[config.mk]
export PLATFORM = sky130hd
export DESIGN_NAME = pipelined_barrel_shifter
export DESIGN_NICKNAME = d
export VERILOG_FILES = /design/src/rtl/pipelined_barrel_shifter.sv
export SDC_FILE = /design/constraint.sdc
export NUM_CORES = 1
export LEC_CHECK = 0
export CAP_MARGIN = 5
export CORE_ASPECT_RATIO = 0.8
export CORE_MARGIN = 10
export CORE_UTILIZATION = 34
export DETAILED_ROUTE_END_ITERATION = 16
export GPL_ROUTABILITY_DRIVEN = 0
export PLACE_DENSITY_LB_ADDON = 0.25
export SYNTH_ARGS = -nofsm -noshare
export SYNTH_HDL_FRONTEND = slang
export SYNTH_SLANG_ARGS = --single-unit
[constraint.sdc]
create_clock -name clk -period 2.6 [get_ports clk]
set_input_delay 0.65 -clock clk [delete_from_list [all_inputs] [get_ports clk]]
set_output_delay 0.65 -clock clk [all_outputs]
set_load 0.005 [all_outputs]
[src/rtl/pipelined_barrel_shifter.sv]
// Pipelined log barrel shifter for EX: SLL/SRL/SRA (+ROR when BSHIFT_ROTATE_EN),
// fixed latency, tag passthrough, {C,V,N,Z} flags, whole-pipe stall handshake.
module pipelined_barrel_shifter #(
    parameter int WIDTH       = 32,
    parameter int SHW         = $clog2(WIDTH),
    parameter int PIPE_STAGES = 2,
    parameter int TAG_W       = 5
) (
    input  logic             clk,
    input  logic             reset_n,
    input  logic             in_valid,
    output logic             in_ready,
    input  logic [WIDTH-1:0] in_data,
    input  logic [SHW-1:0]   in_shamt,
    input  logic [1:0]       in_mode,
    input  logic [TAG_W-1:0] in_tag,
    output logic             out_valid,
    input  logic             out_ready,
    output logic [WIDTH-1:0] out_data,
    output logic [TAG_W-1:0] out_tag,
    output logic [3:0]       out_flags
);

    localparam int PS = PIPE_STAGES;

    logic                         en;
    logic                         v_q  [PS];
    logic [WIDTH-1:0]             d_q  [PS];
    logic [SHW-1:0]               sa_q [PS];
    logic [1:0]                   md_q [PS];
    logic [TAG_W-1:0]             tg_q [PS];
    logic                         c_q  [PS];
    logic [3:0]                   fl_q;
    logic [PS-1:0][WIDTH-1:0]     y_c;
    logic                         c_in;
    logic                         c_last;
    logic [SHW-1:0]               nsh;
    logic [SHW-1:0]               sm1;

    function automatic logic [WIDTH-1:0] lvl(
        input logic [WIDTH-1:0] v,
        input int               k,
        input logic [1:0]       m
    );
        logic [WIDTH-1:0] r;
        case (m)
            2'b00:   r = v << k;
            2'b10:   r = $signed(v) >>> k;
`ifdef BSHIFT_ROTATE_EN
            2'b11:   r = (v >> k) | (v << (WIDTH - k));
`endif
            default: r = v >> k;
        endcase
        return r;
    endfunction

    assign en        = !v_q[PS-1] || out_ready;
    assign in_ready  = en;
    assign out_valid = v_q[PS-1];
    assign out_data  = d_q[PS-1];
    assign out_tag   = tg_q[PS-1];
    assign out_flags = fl_q;

    // Carry is resolved from the original operand at entry; for ROR the
    // wrapped MSB Y[W-1] is T[shamt-1], the same bit SRL/SRA shift out.
    always_comb begin
        nsh  = '0 - in_shamt;
        sm1  = in_shamt - SHW'(1);
        c_in = 1'b0;
        if (in_shamt != '0) begin
            c_in = (in_mode == 2'b00) ? in_data[nsh] : in_data[sm1];
        end
    end

    for (genvar s = 0; s < PS; s++) begin : g_st
        logic [WIDTH-1:0] x;
        logic [WIDTH-1:0] y;
        logic [SHW-1:0]   sa;
        logic [1:0]       md;

        if (s == 0) begin : g_in
            assign x  = in_data;
            assign sa = in_shamt;
            assign md = in_mode;
        end else begin : g_mid
            assign x  = d_q[s-1];
            assign sa = sa_q[s-1];
            assign md = md_q[s-1];
        end

        always_comb begin
            y = x;
            for (int i = 0; i < SHW; i++) begin
                if (((i * PS) / SHW) == s && sa[i]) begin
                    y = lvl(y, 1 << i, md);
                end
            end
        end

        assign y_c[s] = y;
    end

    if (PS == 1) begin : g_c1
        assign c_last = c_in;
    end else begin : g_cn
        assign c_last = c_q[PS-2];
    end

    always_ff @(posedge clk or negedge reset_n) begin
        if (!reset_n) begin
            for (int s = 0; s < PS; s++) begin
                v_q[s]  <= 1'b0;
                d_q[s]  <= '0;
                sa_q[s] <= '0;
                md_q[s] <= '0;
                tg_q[s] <= '0;
                c_q[s]  <= 1'b0;
            end
            fl_q <= '0;
        end else if (en) begin
            v_q[0]  <= in_valid;
            d_q[0]  <= y_c[0];
            sa_q[0] <= in_shamt;
            md_q[0] <= in_mode;
            tg_q[0] <= in_tag;
            c_q[0]  <= c_in;
            for (int s = 1; s < PS; s++) begin
                v_q[s]  <= v_q[s-1];
                d_q[s]  <= y_c[s];
                sa_q[s] <= sa_q[s-1];
                md_q[s] <= md_q[s-1];
                tg_q[s] <= tg_q[s-1];
                c_q[s]  <= c_q[s-1];
            end
            fl_q <= {c_last, 1'b0, y_c[PS-1][WIDTH-1], ~|y_c[PS-1]};
        end
    end

endmodule

# Word-level counts from Yosys, hierarchy flattened
# Index checks and enable logic that the tools add are counted.
[op_classes]
add_sub_neg = 2
reduce_logical = 7
mux = 16
n_eq_ne = 2
n_lt_le_gt_ge = 2
[ops]
columns = ["cell", "count"]
rows = [
  ["32-bit case mux with 2 select lines", 5],
  ["32-bit 2-to-1 mux", 5],
  ["32-bit OR reduction", 1],
  ["5-bit by 6-bit < comparator with 1-bit output (second input constant)", 2],
  ["1-bit binary-select mux with 5-bit select", 2],
  ["5-bit nonzero test", 1],
  ["1-bit by 5-bit subtractor with 5-bit output (first input constant)", 1],
  ["5-bit by 1-bit subtractor with 5-bit output (second input constant)", 1],
  ["2-bit equality test (second input constant)", 2],
  ["2-bit logical NOT", 2],
  ["1-bit 2-to-1 mux", 4],
  ["1-bit logical NOT", 2],
  ["1-bit logical OR", 1],
]
[word_totals]
in_bits = 48
ff_bits = 87

# Logic depth before layout (Yosys ltp)
[depth]
depth_word = 7
ltp_mapped = 12

# Worst setup path before layout
# Ideal clock, no wire load.
[synth_path]
kind = "input port to flip-flop"
start = "input port in_shamt[1]"
end = "register c_q, in the netlist c_last"
arrival_time_ps = 3365
setup_ps = 130
path_stages = 12
slack_ps = -895
required_time_ps = 2470
path_buffers = 5
cell_sequence = "clkbuf_1 > inv_1 > clkbuf_1 > clkbuf_1 > ha_1 > clkbuf_1 > buf_1 > mux4_2 > mux4_2 > mux2i_1 > or4_1 > nand3_1"
[synth_between]
elab_chain_len = 5
elab_cells_between_ends = 9
cone_classes = "2 x add/sub; 6 x mux; 1 x reduce/logical"
[synth_lines]
columns = ["element", "line", "rtl"]
rows = [
  ["start: declaration", "14", "input logic [SHW-1:0] in_shamt,"],
  ["5-bit by 1-bit subtractor with 5-bit output / 1-bit by 5-bit subtractor with 5-bit output (equally long branches)", "68, 67", ""],
  ["1-bit binary-select mux with 5-bit select", "71", "c_in = (in_mode == 2'b00) ? in_data[nsh] : in_data[sm1];"],
  ["1-bit 2-to-1 mux (not written as such)", "71", ""],
  ["1-bit 2-to-1 mux", "71", ""],
  ["1-bit 2-to-1 mux *", "70", "if (in_shamt != '0) begin"],
  ["end signal: indexed assignment", "133", "c_q[s] <= c_q[s-1];"],
  ["end: declaration", "32", "logic c_q [PS];"],
]
# Mark *: on every way between the ends. The rest lies on a longest branch, timed or not. The select of a mux whose other input is x is not followed.
# A chain may end at the register's enable or synchronous reset.

# Final worst setup path
[layout_path]
start = "input port in_mode[0]"
end = "register d_q, in the netlist g_st[1].x[25]"
[layout_between]
elab_chain_len = 7
elab_cells_between_ends = 8
cone_classes = "1 x eq/ne; 6 x mux; 1 x reduce/logical"
[layout_lines]
columns = ["element", "line", "rtl"]
rows = [
  ["start: declaration", "15", "input logic [1:0] in_mode,"],
  ["2-bit equality test / 2-bit logical NOT (equally long branches)", "46", "case (m)"],
  ["32-bit case mux with 2 select lines", "46", ""],
  ["32-bit 2-to-1 mux", "94", "if (((i * PS) / SHW) == s && sa[i]) begin"],
  ["32-bit case mux with 2 select lines", "46", ""],
  ["32-bit 2-to-1 mux", "94", ""],
  ["32-bit case mux with 2 select lines", "46", ""],
  ["32-bit 2-to-1 mux *", "94", ""],
  ["end signal: indexed assignment", "129", "d_q[s] <= y_c[s];"],
  ["end: declaration", "28", "logic [WIDTH-1:0] d_q [PS];"],
]
# Mark *: on every way between the ends. The rest lies on a longest branch, timed or not.

==> run metrics <==
outcome finished, final reports clean; fraction of layout cells with a size suffix above 1 between 20% and 30%; Post-Synth Simple-Gate Area around 24%; clk buf depth 2; die width ~180 microns; drt drc 0; overall die height approximately 150 microns; R2R cell count 7; EDFF count, synth 0; Mapped Nets ~1.0k; Final Slew Violations 0; Ys Warns 0; Stages on worst setup path 9; Switching Fraction 36.98%; largest net degree at the start of global routing 77; Post-CTS Setup Inserts 0; TritonCTS clock tree built; post-synthesis mux area share between 10% and 20%; Site Rows 48; Startpoint Class input port; Die ar. between 20,000 and 30,000 sq um; I/O Pins 91; Diodes inserted 0; Post-Layout Cell Count ~1.4k; post-synth cell types 75; I/O Buffers 89; sw power between 0.002 and 0.0025 W; wire length of the first global-routing pass about 44,000 microns; CTS root buf clkbuf_16; Clock Pin Slew Worst Setup and Hold Paths about 0.060 ns; placed insts about 1.4k; CP required roughly 2.9 ns; Tot GR Track Use 19.51%; DR WL/cell ~20 microns; vias per inst 5.816; Mapped Cells 967; Slowest-stage cell, CP or3b_2; Mapped Area ~7400 sq um; RSZ-0062 raised after global routing false; min Tclk post-route approximately 2.6 ns; Slew @ Worst Pin between 0.6 and 0.7 ns; commonest non-fill, non-tap cell in the layout buf_4; Leak between 4 and 5 nW; CP top delay family buffers and inverters; total number of vias roughly 8k; clk_lat worst skew approximately 0.35 ns; Pint approximately 0.0037 W; Synth Area in Adders 0.3389%; number of max-cap violations 0; kind of critical path in2reg; Layout Utilization between 40% and 50%; Flop pwr share roughly a third; crit path buf inv count 3; Synth Area in Compound Gates between 20% and 30%; worst clock skew about 0.0096 ns; H-tree levels 3; total CTS buffers 9; Gate power share approximately 46%; Max IR drop VDD 0.3074 mV; Crit. End Element flip-flop; area of the core 21,440 sq um; largest family of logic cells by synthesized area compound AO/OA/AOI/OAI gates; Avg Cell Area, Syn about 7.6 sq um; Worst Hold Class in2async; worst-path cell chain clkdlybuf4s50_1 > buf_12 > or3b_2 > a31oi_2 > buf_4 > mux2_2 > o22ai_1 > o21ai_1 > a22o_1; Slew HR a little under three fifths; achievable frequency approximately 0.4 GHz; DRT antenna net count 0; max incr delay on CP approximately 0.5 ns; most frequent cells in the layout 153 x buf_4, 147 x nand2_1, 121 x nor2_1; Pre-antenna DRT Iters 7; Synth Flop Type dfrtp_1; initial antenna violation count 0; P per Cell Area around 590 nW/um^2; DP HPWL 21,210 microns; Synth Area in XOR/XNOR less than 1%; Clk pwr share between 20% and 30%; Area Growth Syn to Fin 33.73%; clk sinks 83; setup violators final 0; Starting Density 34.44%; Synth Register Bits 83; Post-synth ARST share 100.0%; Iteration-0 DRC Markers about 860; Routed WL around 28,000 microns; fin crit share between 90% and 100%; sequential fraction of the synthesis area between 20% and 30%; critical path peak fanout 48; final net count around 1.2k; WP data arrival around 2.8 ns; final hold vios 0; vias in the first global route 7,652; gr ovfl total 0
## timing repair
item,CTS,global route
gates resized for setup,2,9
hold buffers,0,0
endpoints found under the hold margin,0,0
pin swaps,0,2
setup endpoints to repair,2,4
## cells in the mapped netlist (23+ instances only)
cell | number | area, sq um
nand2_1 | 147 | 551.8
a21oi_1 | 53 | 265.3
o21ai_0 | 85 | 425.4
mux2i_1 | 24 | 240.2
dfrtp_1 | 83 | 2077
clkbuf_1 | 71 | 266.5
a311oi_1 | 26 | 227.7
or3b_2 | 33 | 289.0
mux4_2 | 23 | 518.0
a31oi_1 | 60 | 375.4
nor2_1 | 122 | 457.9
nand3_1 | 37 | 185.2
## state kept, by name, summed over array words and instances (netlist names), 2 cells and up
| register | flops |
|---|---|
| out_flags | 3 |
| out_tag | 5 |
| g_st.sa | 2 |
| out_data | 31 |
| g_st.md | 2 |
| g_st.x | 32 |
| tg_q | 5 |
## power by group through the flow
stage                     clock network [W]  registers, W  logic [W]
after global routing                0.00137       0.00189    0.00292
after detailed placement                  0       0.00187    0.00262
final                               0.00127       0.00185    0.00268
after CTS                           0.00130       0.00185    0.00264
after global placement                    0       0.00186    0.00261
after floorplan                           0       0.00179    0.00141
## path summary, 6_finish.rpt
| check | startpoint | to | slack (ns) |
|---|---|---|---|
| worst min-delay path | reset_n | out_flags[1]$_DFFE_PN0P_ | 0.32 |
| worst min register to register | out_tag[1]$_DFFE_PN0P_ | out_tag[1]$_DFFE_PN0P_ | 0.47 |
| worst max register to register | g_st[1].x[31]$_DFFE_PN0P_ | out_flags[0]$_DFFE_PN0P_ | 0.07 |
| min in group clk | out_tag[1]$_DFFE_PN0P_ | out_tag[1]$_DFFE_PN0P_ | 0.47 |
| worst max-delay path | in_mode[0] | g_st[1].x[25]$_DFFE_PN0P_ | 0.04 |
| max in group asynchronous | reset_n | g_st[1].x[27]$_DFFE_PN0P_ | 1.62 |
## stage by stage
step	worst slack (ns)	hold WS, ns	instance area, sq um	TNS [ns]	power, W
finish	0.04460	0.3234	9876	0	0.005805
global placement	-0.4192	0.4484	9530	-4.431	0.004469
global route	0.005672	0.3721	9876	0	0.006182
detailed placement	-0.4483	0.4542	9530	-4.830	0.004491
floorplan	-0.2006	0.3544	7502	-0.2006	0.003200
CTS	0.008191	0.3458	9822	0	0.005787
## kinds of logic after synthesis
logic type,count (synthesis)
adders and majority gates,2
DFF,83
AOI/OAI and AO/OA,321
and+or+nand+nor,386
xor gates and xnor gates,4
muxes,54
buffers and inverters,116
other,1
## metal layers
| metal | global-route usage [%] | share of wire [%] |
|---|---|---|
| met1 | 28.72 | 47 |
| met2 | 27.05 | 42 |
| met3 | 5.696 | 9.7 |
| met4 | 4.521 | 1.5 |
| met5 | 0 | 0 |
## worst reg2reg max path: stages (launching register included)
cell,delay [ns]
dfrtp_2,0.46
buf_4,0.17
mux2_1,0.30
a211o_1,0.34
a21oi_1,0.17
nand4bb_1,0.11
or4_4,0.56
o41ai_2,0.33
## layout make-up
type	instances	area, sq um
clock inverters	2	37.54
repair buffers	252	2222
fillers	2122	11560
multi-input cells	768	4885
clock buffers	13	250.2
well taps	275	344.1
flip-flops and latches	83	2079
inverters	13	57.56
No activity file was read; power rests on OpenSTA's default activity.
